[src/rtl/match_sequencer.sv]
// Bulls & Cows round/match controller: round restarts, setter alternation, scores, banner, match end.
// Latency: every output is registered and responds one cycle after the input pulse that causes it.
// Backpressure: none; pulses arriving in states that do not use them are dropped. Optional MATCH_TIMEOUT_EN.
module match_sequencer #(
  parameter int WIN_TARGET  = 3,
  parameter int HOLD_CYCLES = 100000000,
`ifdef MATCH_TIMEOUT_EN
  parameter longint unsigned ROUND_TIMEOUT = 64'd3000000000,
`endif
  parameter int SCORE_W     = 4
) (
  input  logic               clock,
  input  logic               reset,
  input  logic               ssl_pulse,
  input  logic               p1_win,
  input  logic               p2_win,
  output logic               round_rst,
  output logic               first_player,
  output logic [SCORE_W-1:0] p1_score,
  output logic [SCORE_W-1:0] p2_score,
  output logic               banner_en,
  output logic               round_winner,
  output logic               match_over,
  output logic               match_winner
);

  localparam int HOLD_W = (HOLD_CYCLES > 1) ? $clog2(HOLD_CYCLES) : 1;
  localparam logic [HOLD_W-1:0]  HOLD_LOAD = HOLD_W'(HOLD_CYCLES - 1);
  localparam logic [SCORE_W-1:0] SCORE_MAX = '1;
  localparam logic [SCORE_W-1:0] TARGET    = SCORE_W'(WIN_TARGET);

  typedef enum logic [1:0] {IDLE, ROUND, ROUND_END, MATCH_END} state_t;

  state_t              state_q, state_d;
  logic [HOLD_W-1:0]   hold_q, hold_d;
  logic                rst_d, first_d, banner_d, winner_d, over_d, mwin_d;
  logic [SCORE_W-1:0]  p1_d, p2_d, won_score;

`ifdef MATCH_TIMEOUT_EN
  localparam int TO_W = (ROUND_TIMEOUT > 1) ? $clog2(ROUND_TIMEOUT) : 1;
  localparam logic [TO_W-1:0] TO_LAST = TO_W'(ROUND_TIMEOUT - 1);
  logic [TO_W-1:0] to_q, to_d;
`endif

  always_comb begin
    state_d   = state_q;
    hold_d    = hold_q;
    rst_d     = 1'b0;
    first_d   = first_player;
    p1_d      = p1_score;
    p2_d      = p2_score;
    banner_d  = banner_en;
    winner_d  = round_winner;
    over_d    = match_over;
    mwin_d    = match_winner;
    won_score = round_winner ? p2_score : p1_score;

    case (state_q)
      IDLE: begin
        if (ssl_pulse) begin
          rst_d   = 1'b1;
          state_d = ROUND;
        end
      end
      ROUND: begin
        // Simultaneous wins void the round; a single win beats a same-cycle timeout.
        if (p1_win ^ p2_win) begin
          winner_d = p2_win;
          banner_d = 1'b1;
          hold_d   = HOLD_LOAD;
          state_d  = ROUND_END;
          if (p1_win && p1_score != SCORE_MAX) p1_d = p1_score + 1'b1;
          if (p2_win && p2_score != SCORE_MAX) p2_d = p2_score + 1'b1;
        end
`ifdef MATCH_TIMEOUT_EN
        else if (to_q == TO_LAST && !round_rst) begin
          rst_d   = 1'b1;
          first_d = ~first_player;
        end
`endif
      end
      ROUND_END: begin
        if (hold_q != '0) begin
          hold_d = hold_q - 1'b1;
        end else if (won_score == TARGET) begin
          over_d  = 1'b1;
          mwin_d  = round_winner;
          state_d = MATCH_END;
        end else begin
          banner_d = 1'b0;
          first_d  = ~first_player;
          rst_d    = 1'b1;
          state_d  = ROUND;
        end
      end
      MATCH_END: begin
        if (ssl_pulse) begin
          p1_d     = '0;
          p2_d     = '0;
          over_d   = 1'b0;
          banner_d = 1'b0;
          first_d  = 1'b0;
          rst_d    = 1'b1;
          state_d  = ROUND;
        end
      end
      default: state_d = IDLE;
    endcase

`ifdef MATCH_TIMEOUT_EN
    to_d = to_q;
    if (rst_d)                to_d = '0;
    else if (state_q == ROUND) to_d = to_q + 1'b1;
`endif
  end

  always_ff @(posedge clock) begin
    if (reset) begin
      state_q      <= IDLE;
      hold_q       <= '0;
      round_rst    <= 1'b0;
      first_player <= 1'b0;
      p1_score     <= '0;
      p2_score     <= '0;
      banner_en    <= 1'b0;
      round_winner <= 1'b0;
      match_over   <= 1'b0;
      match_winner <= 1'b0;
`ifdef MATCH_TIMEOUT_EN
      to_q         <= '0;
`endif
    end else begin
      state_q      <= state_d;
      hold_q       <= hold_d;
      round_rst    <= rst_d;
      first_player <= first_d;
      p1_score     <= p1_d;
      p2_score     <= p2_d;
      banner_en    <= banner_d;
      round_winner <= winner_d;
      match_over   <= over_d;
      match_winner <= mwin_d;
`ifdef MATCH_TIMEOUT_EN
      to_q         <= to_d;
`endif
    end
  end

endmodule

[config.mk]
export PLATFORM = sky130hd
export DESIGN_NAME = match_sequencer
export DESIGN_NICKNAME = d
export VERILOG_FILES = /design/src/rtl/match_sequencer.sv
export SDC_FILE = /design/constraint.sdc
export NUM_CORES = 1
export LEC_CHECK = 0
export BUFFER_PORTS_ARGS = -buffer_cell sky130_fd_sc_hd__buf_2
export CORE_MARGIN = 10
export CORE_UTILIZATION = 59
export CTS_CLUSTER_SIZE = 40
export DETAILED_ROUTE_END_ITERATION = 10
export PLACE_DENSITY_LB_ADDON = 0.15
export SYNTH_ARGS = -nofsm -noshare
export SYNTH_HDL_FRONTEND = slang
export SYNTH_SLANG_ARGS = --single-unit
[constraint.sdc]
create_clock -name clock -period 2.9 [get_ports clock]
set_clock_uncertainty 0.15 [all_clocks]
set_input_delay 0.725 -clock clock [delete_from_list [all_inputs] [get_ports clock]]
set_output_delay 0.725 -clock clock [all_outputs]
set_load 0.05 [all_outputs]
After elaboration in Yosys (flattened, before gate mapping):

Index checks and enable logic that the tools add are counted.

* bitwise operators: 3
* mux-type cells: 31
* add/subtract/negate cells: 3
* equal/unequal tests: 15
* reductions and logical operators: 18

Operators by type and width (count)
* $mux W27: 2
* $pmux W27 S2: 1
* $reduce_bool A27 Y1: 1
* $sub A27 B1 Y27 const B: 1
* $mux W4: 6
* $ne A2 B2 Y1 const B: 8
* $pmux W4 S2: 2
* $reduce_and A4 Y1: 4
* $mux W1: 11
* $reduce_and A3 Y1: 3
* $add A4 B1 Y4 const B: 2
* $mux W2: 4
* $ne A4 B4 Y1 const B: 2
* $pmux W1 S2: 3
* $pmux W2 S3: 1
* $reduce_bool A2 Y1: 3
* $reduce_and A5 Y1: 1
* $eq A2 B2 Y1 const B: 2
* $eq A4 B2 Y1 const B: 1
* $pmux W1 S3: 1
* $reduce_bool A3 Y1: 1
* $eq A2 B1 Y1 const B: 1
* $logic_and A1 B1 Y1: 2
* $logic_not A2 Y1: 1
* other kinds (5): 6

* flip-flop bits (word level): 43
* output and inout port bits: 14
* word-level logic and storage cells: 80
* bits of input ports: 5

Depth between registers and ports, before layout:

* depth after elaboration: 5
* gate-level depth with buffers: 9
* depth with buffers taken out: 7

Worst setup path before layout:

Ideal clock, no wire load.

* kind: input-to-reg
* start point: in p1_win
* end point: reg hold_q[25]
* data required time: 2.680 ns
* stages on the path: 5
* path slack: 0.489 ns
* path buffers: 0
* library setup time: 0.070 ns
* data arrival time: 2.191 ns
* path through: xnor2_1 -> a2111oi_4 -> o211ai_1 -> or4_1 -> a21oi_1

* cells in the longest elaborated chain, start to end: 3

RTL lines
* start: declaration: line 15 `input logic p1_win,`
* $xor A1 B1 Y1: line 67 `if (p1_win ^ p2_win) begin`
* $ne A2 B2 Y1 (no source line)
* $reduce_and A3 Y1 (no source line)
* end signal: assignment: line 134 `hold_q <= hold_d;`
* end: declaration: line 35 `logic [HOLD_W-1:0] hold_q, hold_d;`

Every way passes these cells.
A chain may end at the register's enable or synchronous reset.

Final worst setup path:

* start point: reg state_q[1]
* end point: reg hold_q[25]

* cells in the longest elaborated chain, start to end: 3
* elaborated cells between the ends (all ways): 7
* those cells by class: 4 x eq/ne; 1 x mux; 2 x reduce/logical

RTL lines
* start: declaration: line 34 `state_t state_q, state_d;`
* start signal: assignment: line 133 `state_q <= state_d;`
* $eq A2 B2 Y1 or $eq A2 B1 Y1 (tied branches): line 58 `case (state_q)`
* $ne A2 B2 Y1 (no source line) or $reduce_bool A2 Y1 (tied branches)
* $reduce_and A3 Y1 (no source line)

Several ways; a longest one is shown, not always the timed one.

==> flow_results.org <==
** Placed design
- Count of input and output buffers :: 18
- The congestion estimate from routability-driven global placement came to between 0.8 and 0.9.
- The wire-length estimate of the detail-placed layout is 3580 um.

** Floorplanning
- Chip width :: approximately 83 um
- Starting utilization of the core area :: ~63%
- The floorplan has 22 rows.
- 19 I/O pins were placed.
- Core Region :: about 3700 sq um
- The die covers approximately 7000 sq um.
- Die span in y :: 83.0 um

** Detailed routing
- In the routed layout, each cell is associated on average with a via count of around 6.1.
- Number of detailed-route iterations in the first pass :: 4
- Routed wire per std cell :: about 15 um
- Summing over every cut layer, the via total after detailed routing is ~2,100.
- Once detail routing completed, the nets flagged for antenna violations numbered 0.
- Number of violations reported at the end of detailed-routing iteration 0 :: around 110
- For this block, the routed nets add up to between 5000 and 6000 um of wire.
- Count of unresolved DRC violations after routing :: 0

** Power
- Post-layout power :: 3020 uW
- Standby leakage power :: approximately 0.00096 uW
- Switching fraction of total power :: between 40% and 50%
- In this run, flip-flops and latches consume about 33% of the power.
- Worst vdd rail ir drop :: 0.627 mV
- Per report_power, the clock group accounts for 12.3% of the total.
- Power spread over the standard cell area amounts to around 1200 nW/um^2.
- Switching power total :: 1380 uW
- Of the total power, combinational logic draws 54.9%.
- The internal portion of the total power is 1640 uW.

** Global routing
- Entering global routing, the biggest net connects 22 pins.
- Antenna violations before repair :: 0
- Across every metal layer, demand over resource in global routing totals about 15%.
- Via count of the first global-routing pass :: 1,944
- After global routing the overflow that remains totals 0.
- The first global-routing pass estimated between 8000 and 9000 um of wire.

** Synthesis
- Syn nets :: ~290
- The synthesized design contains 43 register bits.
- The cell count after synthesis came out at 276.
- Primary FF master, synth :: dfxtp_1
- After synthesis, flip-flops and latches occupy a little under two fifths of the total area.
- Share of async-settable or async-resettable flops after synthesis :: 0%
- Average cell area after synthesis :: ~8.5 sq um
- Yosys mapped a number of flops with a built-in enable equal to 0.
- Mapped Area :: ~2300 sq um
- Count of cell types in the netlist :: 50
- Number of warnings printed during yosys synthesis :: 0

** Final layout
- Summing all flip-flop and latch instances after layout gives 861 sq um.
- After the last flow step, the layout net total stands at 305.
- Fillers :: ~320
- Of the cells placed in the final design, the portion with a size suffix greater than 1 is roughly 15%.
- Core Util, Final :: between 60% and 70%
- The area growth from synthesis to layout is 10.2%.
- Number of antenna repair diodes :: 0
- Area used by multi-input combinational logic :: between 1000 and 1500 sq um

** Setup path
- Critical-path cell list :: inv_1, ha_1, nor2_1, a2111oi_4, o211ai_1, or4_1, a21oi_1
- Worst endpoint required time :: roughly 3.0 ns
- The slowest stage of the critical path belongs to the cell ha_1.
- Largest delay contributor family on the critical path :: compound AO/OA/AOI/OAI gates
- The critical path is of the flip-flop to flip-flop type.
- For this run, the slowest stage of the critical path takes 0.50 ns.
- Startpoint of the worst-slack reg-to-reg timing path :: state_q[1]$_SDFFE_PP0P_
- Largest driver fanout on the critical path :: 15
- Number of cells on the worst reg-to-reg path :: 7
- The worst setup path is captured at a flip-flop.
- Reg2reg setup slack :: 0.29 ns
- Together, buffers and inverters on the worst path number 1.
- STA classifies the critical path startpoint as a flip-flop.
- Data on the critical path arrives at its endpoint at roughly 2.7 ns.
- In this run the critical register-to-register path is captured at hold_q[25]$_SDFFE_PP0P_.

** Timing
- Tightest Pin Transition :: approximately 0.62 ns
- Final clock period utilization by the worst path :: 89.8%
- Final worst hold slack :: between 0.3 and 0.4 ns
- Static timing analysis puts the maximum clock frequency at 0.384 GHz.
- Max-slew violation total from the final report :: 0
- Setup violations remaining at the end of the flow were counted as 0.
- Adding up every negative setup slack in the final design gives 0 ns.
- Unrepaired setup endpoints after global routing :: no
- The worst path needs between 2 and 3 ns of the cycle, external delays included.
- Slew margin rel. :: approximately three fifths
- The hold violation count in the final report is 0.

** Clock tree
- The H-tree was split into 2 levels.
- Hold_buf cts :: 0
- TritonCTS created 5 clock buffers.
- No sink is reached through more buffers than the 2 on the longest clock path.
- Clock latency on the worst-skew pair, taken at its later pin, is approximately 0.29 ns.
- Number of buffers added for setup after CTS :: 0
- The tree built by TritonCTS fans out to 43 sinks.
- Clk root buf :: clkbuf_8
- After clock tree synthesis, the clock-pin slew on the worst setup and hold paths is about 0.08 ns.
- TritonCTS built the clock tree.

** Worst hold path
- Worst hold path endpoint :: hold_q[26]$_SDFFE_PP0P_
- The worst hold path was traced through 2 stages.
- In this run the most critical hold path is launched from hold_q[26]$_SDFFE_PP0P_.
- Worst hold path class :: flip-flop to flip-flop

** Flow run
- # Max-Cap Violations :: 0

** Outcome
- The flow ran to the end, and the final reports show no timing, DRC or antenna violations.
## cell usage in the layout, fill, tap and decap left out, types with 4 or more instances in the layout
cell,synthesis,final
a21oi_1,30,30
a31oi_1,7,7
buf_2,0,18
buf_4,1,8
clkbuf_8,0,5
dfxtp_1,43,43
ha_1,7,7
inv_1,7,7
nand2_1,11,11
nand2b_1,4,4
nand3_1,5,5
nor2_1,23,23
nor3_1,9,9
nor4_1,6,6
o2111ai_1,4,4
o211ai_1,10,10
o21ai_0,13,13
or3_1,11,11
or4_1,9,9
xor2_1,15,15
## power by group through the flow
stage	combinational (uW)	sequential, uW	clock, uW
final	1660	991	370
after global routing	1860	1030	403
after CTS	1650	986	375
after detailed placement	1630	997	0
after global placement	1610	993	0
after floorplan	1200	1060	0
## layout make-up
cell class | count | share of cell area, %
clock buffers | 6 | 2.82
clock inverters | 2 | 0.485
inverters | 7 | 1.02
multi-input cells | 210 | 54.1
flip-flops and latches | 43 | 33.4
well taps | 48 | 2.33
repair buffers | 26 | 5.83
## metrics by stage
stage          setup slack (ns)  instances  instance area (sq um)
2_1_floorplan             0.489        276                   2340
4_1_cts                   0.181        342                   2570
5_1_grt                  0.0639        342                   2580
3_3_place_gp              0.244        334                   2490
6_report                  0.295        342                   2580
3_5_place_dp              0.202        334                   2490
## registers in the layout (all words and copies together), names as in the netlist
signal,count
banner_en,1
first_player,1
hold_q,27
match_over,1
match_winner,1
p1_score,4
p2_score,4
round_rst,1
round_winner,1
state_q,2
## cells by family (layout without fill, tap and decap cells)
group,Yosys count,after routing,share of synthesized area [%]
DFF,43,43,36.8
adders and majority gates,7,7,3.74
muxes,2,2,0.909
xor gates and xnor gates,17,17,6.36
buffers and inverters,23,41,3.85
AOI/OAI and AO/OA,81,81,22.6
and+or+nand+nor,103,103,25.8
## worst max path at each step
stage                                  startpoint  cells past startpoint  slack (ns)                       to
final                     state_q[1]$_SDFFE_PP0P_                      7        0.29  hold_q[25]$_SDFFE_PP0P_
after global routing       hold_q[0]$_SDFFE_PP0P_                      8        0.06   banner_en$_SDFFE_PP0P_
after detailed placement                   p1_win                      6        0.20  hold_q[25]$_SDFFE_PP0P_
after floorplan                            p1_win                      5        0.49  hold_q[25]$_SDFFE_PP0P_
after CTS                  hold_q[0]$_SDFFE_PP0P_                      7        0.18  hold_q[20]$_SDFFE_PP0P_
after global placement                     p1_win                      6        0.24  hold_q[25]$_SDFFE_PP0P_
## cells in the mapped netlist, drive strengths merged, types with 5 or more instances
library cell	number	area share [%]
inv	7	1.1
or3	11	2.9
nor2	23	3.7
xor2	15	5.6
nand3	5	1.1
o211ai	10	3.2
nor3	9	1.9
nor4	6	1.6
nand2	11	1.8
o21ai	13	2.8
ha	7	3.7
or4	10	3.4
clkbuf	14	2.2
dfxtp	43	37
a21oi	30	6.4
a31oi	7	1.9
## worst min-delay path, delay by kind of cell (launching register included)
| family | cells | cell delay, ns |
|---|---|---|
| flip-flops | 1 | 0.31 |
| AO/OA/AOI/OAI | 2 | 0.13 |
## routing by layer
metal | track usage [%] | routed length, um
met2 | 23.0 | 2320
met4 | 3.69 | 64
met1 | 19.1 | 2530
met5 | 0 | 0
met3 | 3.71 | 203
## timing repair
item / 4_1_cts / 5_1_grt
gates resized for setup: 0 / 1
setup endpoints to repair: 0 / 1
endpoints found under the hold margin: 0 / 0
Note: power is estimated with default switching activity, not from simulation.
